**src/rtl/pcie_tl_dll_tx_mux.sv**
```systemverilog
// Round-robin egress mux from TL TX sources onto the registered DLL TLP beat stream; grant held for a whole TLP.
// One cycle per beat source-to-DLL, one arbitration cycle between TLPs; granted ready = !o_dll_valid | i_dll_ready.
module pcie_tl_dll_tx_mux #(
    parameter int  NUM_SRC   = 4,
    parameter int  DW        = 32,
    parameter int  BUS_WIDTH = 8*DW,
    parameter int  CNT_WIDTH = 16,
    localparam int SEL_W     = $clog2(NUM_SRC)
) (
    input  logic                         i_clk,
    input  logic                         i_n_rst,
    input  logic [NUM_SRC-1:0]           i_src_valid,
    input  logic [NUM_SRC-1:0]           i_src_sop,
    input  logic [NUM_SRC-1:0]           i_src_eop,
    input  logic [3*NUM_SRC-1:0]         i_src_last_dw,
    input  logic [BUS_WIDTH*NUM_SRC-1:0] i_src_tlp,
    input  logic [NUM_SRC-1:0]           i_src_creds_ok,
    output logic [NUM_SRC-1:0]           o_src_ready,
    output logic                         o_dll_valid,
    output logic                         o_dll_sop,
    output logic                         o_dll_eop,
    output logic [2:0]                   o_dll_last_dw,
    output logic [BUS_WIDTH-1:0]         o_dll_tlp,
    input  logic                         i_dll_ready,
    output logic [SEL_W-1:0]             o_grant_src,
    output logic                         o_busy,
    output logic                         o_proto_err,
    output logic [CNT_WIDTH-1:0]         o_tlp_count
);

    typedef enum logic {IDLE, XFER} state_t;

    state_t               state;
    logic [SEL_W-1:0]     rr_ptr;
    logic [SEL_W-1:0]     pick;
    logic [SEL_W:0]       scan;
    logic                 any_req;
    logic                 first_beat;
    logic                 out_free;
    logic                 accept;
    logic [NUM_SRC-1:0]   req;
    logic                 g_valid;
    logic                 g_sop;
    logic                 g_eop;
    logic [2:0]           g_last_dw;
    logic [BUS_WIDTH-1:0] g_tlp;

    assign req      = i_src_valid & i_src_sop & i_src_creds_ok;
    assign out_free = !o_dll_valid || i_dll_ready;
    assign accept   = (state == XFER) && g_valid && out_free;

    // First eligible source after the last grant, wrapping modulo NUM_SRC.
    always_comb begin
        any_req = 1'b0;
        pick    = '0;
        scan    = '0;
        for (int k = 1; k <= NUM_SRC; k++) begin
            scan = {1'b0, rr_ptr} + (SEL_W+1)'(k);
            if (scan >= (SEL_W+1)'(NUM_SRC))
                scan = scan - (SEL_W+1)'(NUM_SRC);
            if (!any_req && req[scan[SEL_W-1:0]]) begin
                any_req = 1'b1;
                pick    = scan[SEL_W-1:0];
            end
        end
    end

    always_comb begin
        g_valid     = 1'b0;
        g_sop       = 1'b0;
        g_eop       = 1'b0;
        g_last_dw   = '0;
        g_tlp       = '0;
        o_src_ready = '0;
        for (int i = 0; i < NUM_SRC; i++) begin
            if (o_grant_src == SEL_W'(i)) begin
                g_valid        = i_src_valid[i];
                g_sop          = i_src_sop[i];
                g_eop          = i_src_eop[i];
                g_last_dw      = i_src_last_dw[i*3 +: 3];
                g_tlp          = i_src_tlp[i*BUS_WIDTH +: BUS_WIDTH];
                o_src_ready[i] = (state == XFER) && out_free;
            end
        end
    end

    always_ff @(posedge i_clk or negedge i_n_rst) begin
        if (!i_n_rst) begin
            state         <= IDLE;
            rr_ptr        <= SEL_W'(NUM_SRC-1);
            o_grant_src   <= '0;
            o_busy        <= 1'b0;
            first_beat    <= 1'b0;
            o_proto_err   <= 1'b0;
            o_dll_valid   <= 1'b0;
            o_dll_sop     <= 1'b0;
            o_dll_eop     <= 1'b0;
            o_dll_last_dw <= '0;
            o_dll_tlp     <= '0;
            o_tlp_count   <= '0;
        end else begin
            o_proto_err <= 1'b0;
            case (state)
                IDLE: begin
                    if (any_req) begin
                        o_grant_src <= pick;
                        rr_ptr      <= pick;
                        o_busy      <= 1'b1;
                        first_beat  <= 1'b1;
                        state       <= XFER;
                    end
                end
                XFER: begin
                    if (accept) begin
                        first_beat  <= 1'b0;
                        // A sop inside a packet is flagged but still forwarded.
                        o_proto_err <= g_sop && !first_beat;
                        if (g_eop) begin
                            o_busy <= 1'b0;
                            state  <= IDLE;
                        end
                    end
                end
            endcase

            if (accept) begin
                o_dll_valid   <= 1'b1;
                o_dll_sop     <= g_sop;
                o_dll_eop     <= g_eop;
                o_dll_last_dw <= g_last_dw;
                o_dll_tlp     <= g_tlp;
            end else if (i_dll_ready) begin
                o_dll_valid <= 1'b0;
            end

            if (o_dll_valid && i_dll_ready && o_dll_eop)
                o_tlp_count <= o_tlp_count + CNT_WIDTH'(1);
        end
    end

endmodule
```
**config.mk**
```make
export PLATFORM = sky130hd
export DESIGN_NAME = pcie_tl_dll_tx_mux
export DESIGN_NICKNAME = d
export VERILOG_FILES = /design/src/rtl/pcie_tl_dll_tx_mux.sv
export SDC_FILE = /design/constraint.sdc
export NUM_CORES = 1
export LEC_CHECK = 0
export ABC_CLOCK_PERIOD_IN_PS = 2650
export CORE_AREA = 2 2 524 526
export CTS_CLUSTER_SIZE = 40
export DETAILED_ROUTE_END_ITERATION = 6
export DIE_AREA = 0 0 526 528
export PLACE_DENSITY = 0.32
export SYNTH_ARGS = -nofsm -noshare
export SYNTH_HDL_FRONTEND = slang
export SYNTH_SLANG_ARGS = --single-unit
```
**constraint.sdc**
```tcl
create_clock -name i_clk -period 2.65 [get_ports i_clk]
set_input_delay 0.795 -clock i_clk [delete_from_list [all_inputs] [get_ports i_clk]]
set_output_delay 0.795 -clock i_clk [all_outputs]
set_load 0.02 [all_outputs]
```
==> reports/metrics.cfg, run 1 <==
[die]
die_height_um=528
core_mm2=0.272
die_width_um=526
die-area_mm2=0.278
initial_utilization=0.0664
io_pins=1341
rows=192

[clock_network]
cts_buffers=44
cts.sinks=286
worstSkewPairLatency_ns=0.64
cts_root_buffer=clkbuf_16
clock_path_buffers=3
cts.clk_slew.worst_paths_ns=0.06
cts_tree=built
htreeDepth=2

[synth]
yosys_warnings=0
synth.top_cells.by_area=dfrtp_1, mux4_2, mux2_4
netlist_instances=985
synth_edf_count=0
syn_area_per_cell_um2=18.4
async_reset_ff_frac=1.00
seq_area_frac_synth=0.396
synth_area_leader_cell=dfrtp_1
synth_area_mm2=0.0181
synth_flop_cell=dfrtp_1
synth_cell_types=37
synth_nets=2041
synth_top_area_frac=0.393
yosys_register_bits=286

[worst_setup_path]
worst_setup_path_start_kind=flip-flop
arrival_ns=1.75
required_ns=1.86
critPathTopFamily=buffers and inverters
critPathMaxStageDelay_ns=0.77
slowest_stage=clkdlybuf4s50_1
worstSetupPathType=reg -> out
crit_buf_inv=1
worstPathCellList=clkdlybuf4s50_1
crit_fanout=2
worstSetupEndpointType=output port

[cells_and_area]
fin_nets=3430
syn2layout_area_growth_pct=108
drive_gt1_frac=0.287
finalInstanceArea_mm2=0.0376
finish.utilization=0.138

[power_and_ir_drop]
power_density_mw_per_mm2=1110
intPower_mw=23.8
clkPwrFrac=0.147
pwr-share-seq=0.201
switching_power_mw=18.0
ir_worst_vdd_mv=0.713
cellLeakagePower_nw=14.1
swShare=0.430
pwr-share-comb=0.652

[sta]
rsz0062_at_grt=no
finalMaxSlewViolations=0
tightestPinTransition_ns=0.666
slew_headroom=0.556
finClkSkew_ns=0.0244
holdWs_ns=0.443
finalCritPeriodShare=0.961
fmax_mhz=393
period_minus_slack_ns=2.55
finalSetupViolCount=0
finalHoldViolCount=0

[routing]
wl_um=174000
wire_per_inst_um=28.9
viasPerCell=2.74
first_pass_iters=4
drtIter0Drc=575
vias=16454
ant_nets=0
drc_errors=0

[global_route]
grt_pass1_vias=18317
track_usage=0.121
grt_pass1_wl_um=216000
grt_remaining_overflow=0
antenna_found_initial=126
grt_max_degree=71

[placed_design]
place_congestion=0.850
dp_hpwl_um=155000
io_buffers=1340
placed_area_mm2=0.0362

[min_path]
hp-class=reg -> reg

[flow_run]
maxCapViolations=0

[run_status]
outcome=complete, no violations

-- state kept, by name (all words and copies together) (netlist names) --
name	flops
o_dll_tlp	256
o_tlp_count	16
o_dll_last_dw	3
o_grant_src	2
rr_ptr	2
first_beat	1
o_busy	1
o_dll_eop	1
o_dll_sop	1
o_dll_valid	1
o_proto_err	1
state	1
-- cells in the final DEF (no fill, tap or decap), drive strengths merged, types with 2 or more instances in the layout --
| cell type | n |
|---|---|
| nand2 | 9 |
| clkbuf | 59 |
| mux2 | 261 |
| o21ai | 3 |
| nor2 | 6 |
| and4 | 3 |
| and3 | 7 |
| clkinv | 4 |
| dfrtp | 284 |
| o21a | 4 |
| nor3b | 2 |
| nand3 | 12 |
| nand4 | 5 |
| diode | 26 |
| dfstp | 2 |
| inv | 6 |
| clkdlybuf4s50 | 1200 |
| clkdlybuf4s15 | 2 |
| mux4 | 262 |
| clkinvlp | 2 |
| xnor2 | 11 |
| xor2 | 4 |
| nor3 | 4 |
| bufinv | 4 |
| dlymetal6s2s | 4 |
| dlygate4sd2 | 78 |
| a31oi | 2 |
| buf | 149 |
-- cell usage after synthesis, drive strengths merged, types with 4 or more instances --
cell type  count
and3           7
mux2         261
xnor2         11
xor2           4
dfrtp        284
nor3           4
nand2          9
nand3         12
buf           60
clkbuf        31
nand4          5
o21a           4
nor2           6
mux4         262
-- metrics by stage --
stage	setup TNS, ns	setup WS [ns]	instances	total power [mW]
finish	0	0.103	6016	41.8
floorplan	0	0.0786	985	23.0
CTS	-0.0279	-0.0155	5990	43.4
detailed placement	-95.50	-0.544	5912	37.2
global placement	-89.17	-0.609	5912	37.2
global route	0	0.00460	5998	44.4
-- power groups by stage --
stage	Clock, mW	Sequential [mW]	Combinational [mW]
after global routing	6.59	8.75	29.0
after CTS	6.49	8.52	28.4
after global placement	0	8.62	28.6
after floorplan	0	10.4	12.6
after detailed placement	0	8.61	28.6
final	6.14	8.40	27.2
-- cell families after synthesis --
| family | share of synthesized area |
|---|---|
| compound gates | 0.00636 |
| xor+xnor | 0.00726 |
| buf+inv | 0.0447 |
| flops | 0.396 |
| simple gates | 0.0151 |
| fa+ha+maj | 0.000692 |
| mux | 0.530 |
-- layer usage --
layer / vias to the layer above / GRT usage / wire length [um]
met5: - / 0 / 483
met4: 72 / 0.0240 / 3910
met3: 237 / 0.0645 / 21100
met2: 1061 / 0.204 / 82400
met1: 8191 / 0.134 / 65800
li1: 6893 / - / -
-- cell type report --
type                       count  area, um^2
antenna                       26        65.1
clock buffer                  59        1240
clock inverter                14         201
fill                       30503      235000
inverter                       2        7.51
multi-input combinational    606       10200
sequential                   286        7170
tap                         3589        4490
timing repair buffer        1434       14300
-- path summary, 6_finish.rpt --
path,from,end,slack [ns],cells after the start
setup / recovery,o_dll_tlp[235]$_DFFE_PN0P_,o_dll_tlp[235],0.10,1
min in group asynchronous,i_n_rst,o_dll_tlp[53]$_DFFE_PN0P_,0.68,2
setup reg to reg,o_grant_src[1]$_DFFE_PN0P_,o_dll_tlp[196]$_DFFE_PN0P_,0.21,6
hold reg to reg,first_beat$_DFFE_PN0P_,o_proto_err$_DFF_PN0_,0.44,1
max in group asynchronous,i_n_rst,o_dll_tlp[223]$_DFFE_PN0P_,1.16,3
hold / removal,first_beat$_DFFE_PN0P_,o_proto_err$_DFF_PN0_,0.44,1
-- timing repair --
| action | CTS | global route |
|---|---|---|
| hold endpoints to repair | 2 | 0 |
| endpoints found under the setup margin | 83 | 6 |
| gates resized for setup | 110 | 5 |
| hold buffers | 1 | 0 |
| pin swaps | 1 | 1 |
| setup buffers | 4 | 0 |
(Power assumes the default switching activity.)
==> inputs of run 2 (changes only) <==
--- a/config.mk
+++ b/config.mk
@@ -10,7 +10,9 @@
 export CTS_CLUSTER_SIZE = 40
 export DETAILED_ROUTE_END_ITERATION = 6
 export DIE_AREA = 0 0 526 528
+export MAX_ROUTING_LAYER = met4
 export PLACE_DENSITY = 0.32
+export RECOVER_POWER = 100
 export SYNTH_ARGS = -nofsm -noshare
 export SYNTH_HDL_FRONTEND = slang
 export SYNTH_SLANG_ARGS = --single-unit
==> run 2 against run 1 <==
Effect of this change:
- sequential power shrank 1%
- die area is the same
- sequential cell count is the same
- clock skew shrank 0.0037 ns
- power shrank 7.4%
- largest cell class unchanged
==> reports/metrics.cfg, run 2 (synthesis gave the netlist of run 1 again) <==
[run_status]
outcome=complete, no violations  ; unchanged

[sta]
finalHoldViolCount=0  ; unchanged
fin_setup_tns_ns=0  ; unchanged
finalSetupViolCount=0  ; unchanged
finClkSkew_ns=0.0207  ; was 0.0244 ns
fmax_mhz=388  ; was 393 MHz
slew_headroom=0.0233  ; was 0.556
rsz0062_at_grt=no  ; unchanged
finalMaxSlewViolations=0  ; unchanged
tightestPinTransition_ns=1.47  ; was 0.666 ns
setup_slack_ns=0.0727  ; was 0.103 ns
period_minus_slack_ns=2.58  ; was 2.55 ns
finalCritPeriodShare=0.973  ; was 0.961
holdWs_ns=0.442  ; was 0.443 ns

[worst_setup_path]
required_ns=3.15  ; was 1.86 ns
slowest_stage=mux4_2  ; was clkdlybuf4s50_1
crit_buf_inv=3  ; was 1
worstPathCellList=dlygate4sd3_1 > mux4_2 > nand3_4 > buf_12 > clkbuf_1 > mux2_1  ; was clkdlybuf4s50_1
critPathMaxStageDelay_ns=0.60  ; was 0.77 ns
critPathTopFamily=buffers and inverters  ; unchanged
worst_setup_path_start_kind=input pin  ; was flip-flop
crit_fanout=23  ; was 2
arrival_ns=3.08  ; was 1.75 ns
critPathLaunch=i_src_valid[3]  ; was o_dll_tlp[235]$_DFFE_PN0P_
r2r_start=o_grant_src[0]$_DFFE_PN0P_  ; was o_grant_src[1]$_DFFE_PN0P_
worstSetupEndpointType=flip-flop  ; was output port
worstSetupPathType=in -> reg  ; was reg -> out

[cells_and_area]
syn2layout_area_growth_pct=103  ; was 108%
multi_input_area_mm2=0.00951  ; was 0.0102 mm^2
fin_nets=3430  ; unchanged
layout.area.seq_mm2=0.00717  ; unchanged
final_common_cell=clkdlybuf4s50_1  ; unchanged
fin_cells=6047  ; was 6,016
finalInstanceArea_mm2=0.0366  ; was 0.0376 mm^2
finish.utilization=0.135  ; was 0.138
fillers=30720  ; was 30,503
drive_gt1_frac=0.195  ; was 0.287
largest_register_ffs=256  ; unchanged
mostFrequentLayoutCells=clkdlybuf4s50_1, dfrtp_1, mux4_2  ; unchanged
top_register=o_dll_tlp  ; unchanged
reg_top3=o_dll_tlp: 256 flops, o_tlp_count: 16 flops, o_dll_last_dw: 3 flops  ; unchanged

[routing]
wire_per_inst_um=28.7  ; was 28.9 um
drtIter0Drc=563  ; was 575
wl_um=174000  ; about the same
ant_nets=0  ; unchanged
first_pass_iters=4  ; unchanged
drc_errors=0  ; unchanged
vias=16434  ; was 16,454
viasPerCell=2.72  ; was 2.74

[placed_design]
pre_cts_ws_ns=-0.544  ; unchanged
dp_hpwl_um=155000  ; unchanged
placed_area_mm2=0.0362  ; unchanged
place_congestion=0.864  ; was 0.850
placed_cells=5912  ; unchanged
io_buffers=1340  ; unchanged

[clock_network]
cts_buffers=44  ; unchanged
cts.sinks=286  ; unchanged
cts.clk_slew.worst_paths_ns=0.06  ; about the same
worstSkewPairLatency_ns=0.63  ; was 0.64 ns
cts_root_buffer=clkbuf_16  ; unchanged
htreeDepth=2  ; unchanged
clock_path_buffers=3  ; unchanged
cts_tree=built  ; unchanged

[power_and_ir_drop]
ir_worst_vdd_mv=0.672  ; was 0.713 mV
power_mw=38.7  ; was 41.8 mW
power_density_mw_per_mm2=1060  ; was 1110 mW/mm^2
cellLeakagePower_nw=13.0  ; was 14.1 nW

[die]
die_width_um=526  ; unchanged
core_mm2=0.272  ; unchanged
rows=192  ; unchanged
die_height_um=528  ; unchanged
initial_utilization=0.0664  ; unchanged
die-area_mm2=0.278  ; unchanged
io_pins=1341  ; unchanged

[global_route]
grt_pass1_vias=18395  ; was 18,317
grt_remaining_overflow=0  ; unchanged
antenna_found_initial=132  ; was 126
track_usage=0.124  ; was 0.121
grt_max_degree=71  ; unchanged
grt_pass1_wl_um=215000  ; was 216,000 um

[flow_run]
maxCapViolations=0  ; unchanged

[min_path]
hp-class=reg -> reg  ; unchanged
worstHoldStart=first_beat$_DFFE_PN0P_  ; unchanged

-- run 2: cell types whose count changed in the layout (fill, tap and decap cells not counted), sizes merged --
cell,previous run,this run
diode,26,57
buf,149,62
clkbuf,59,149
clkdlybuf4s50,1200,1109
dlymetal6s2s,4,1
dlygate4sd3,1,92
-- run 2: where the power goes --
part | leakage (nW) | internal, mW | switching, mW
Combinational | 8.97 | 10.8 | 13.5
Clock | 0.699 | 3.65 | 2.47
Sequential | 3.38 | 6.67 | 1.63
-- run 2: layout make-up --
cell class,instances,share of cell area
clock inverter,14,0.00550
inverter,2,0.000205
tap,3589,0.123
multi-input combinational,606,0.260
sequential,286,0.196
antenna,57,0.00389
timing repair buffer,1434,0.379
clock buffer,59,0.0338
-- run 2: worst register-to-register path, cell delays in order, from the launching register on --
cell and delay, ns:
dfrtp_4 0.54, buf_4 0.21, clkbuf_4 0.24, buf_6 0.35, mux4_2 0.69, mux2_1 0.32
-- run 2: per-layer routing --
metal	wire, um	track usage	vias to the layer above
met5	0	-	-
met4	4010	0.0244	0
met3	21100	0.0614	175
met2	82100	0.204	1059
met1	66300	0.136	8247
li1	-	-	6953
-- run 2: final timing paths --
| kind | slack (ns) | cells past startpoint | to |
|---|---|---|---|
| max in group asynchronous | 0.27 | 4 | o_dll_tlp[255]$_DFFE_PN0P_ |
| min | 0.44 | 1 | o_proto_err$_DFF_PN0_ |
| min in group asynchronous | 1.07 | 2 | o_dll_tlp[53]$_DFFE_PN0P_ |
| max | 0.07 | 6 | o_dll_tlp[157]$_DFFE_PN0P_ |
| max reg2reg | 0.18 | 5 | o_dll_tlp[82]$_DFFE_PN0P_ |
| min reg2reg | 0.44 | 1 | o_proto_err$_DFF_PN0_ |
-- run 2: what timing repair did --
| item | in CTS | in global routing |
|---|---|---|
| resized for setup | 110 | 5 |
| endpoints found under the hold margin | 2 | 0 |
| setup buffers | 4 | 0 |
| hold buffers | 1 | 0 |
| cloned | 0 | 0 |
| setup endpoints to repair | 83 | 6 |
| pin swaps | 1 | 1 |
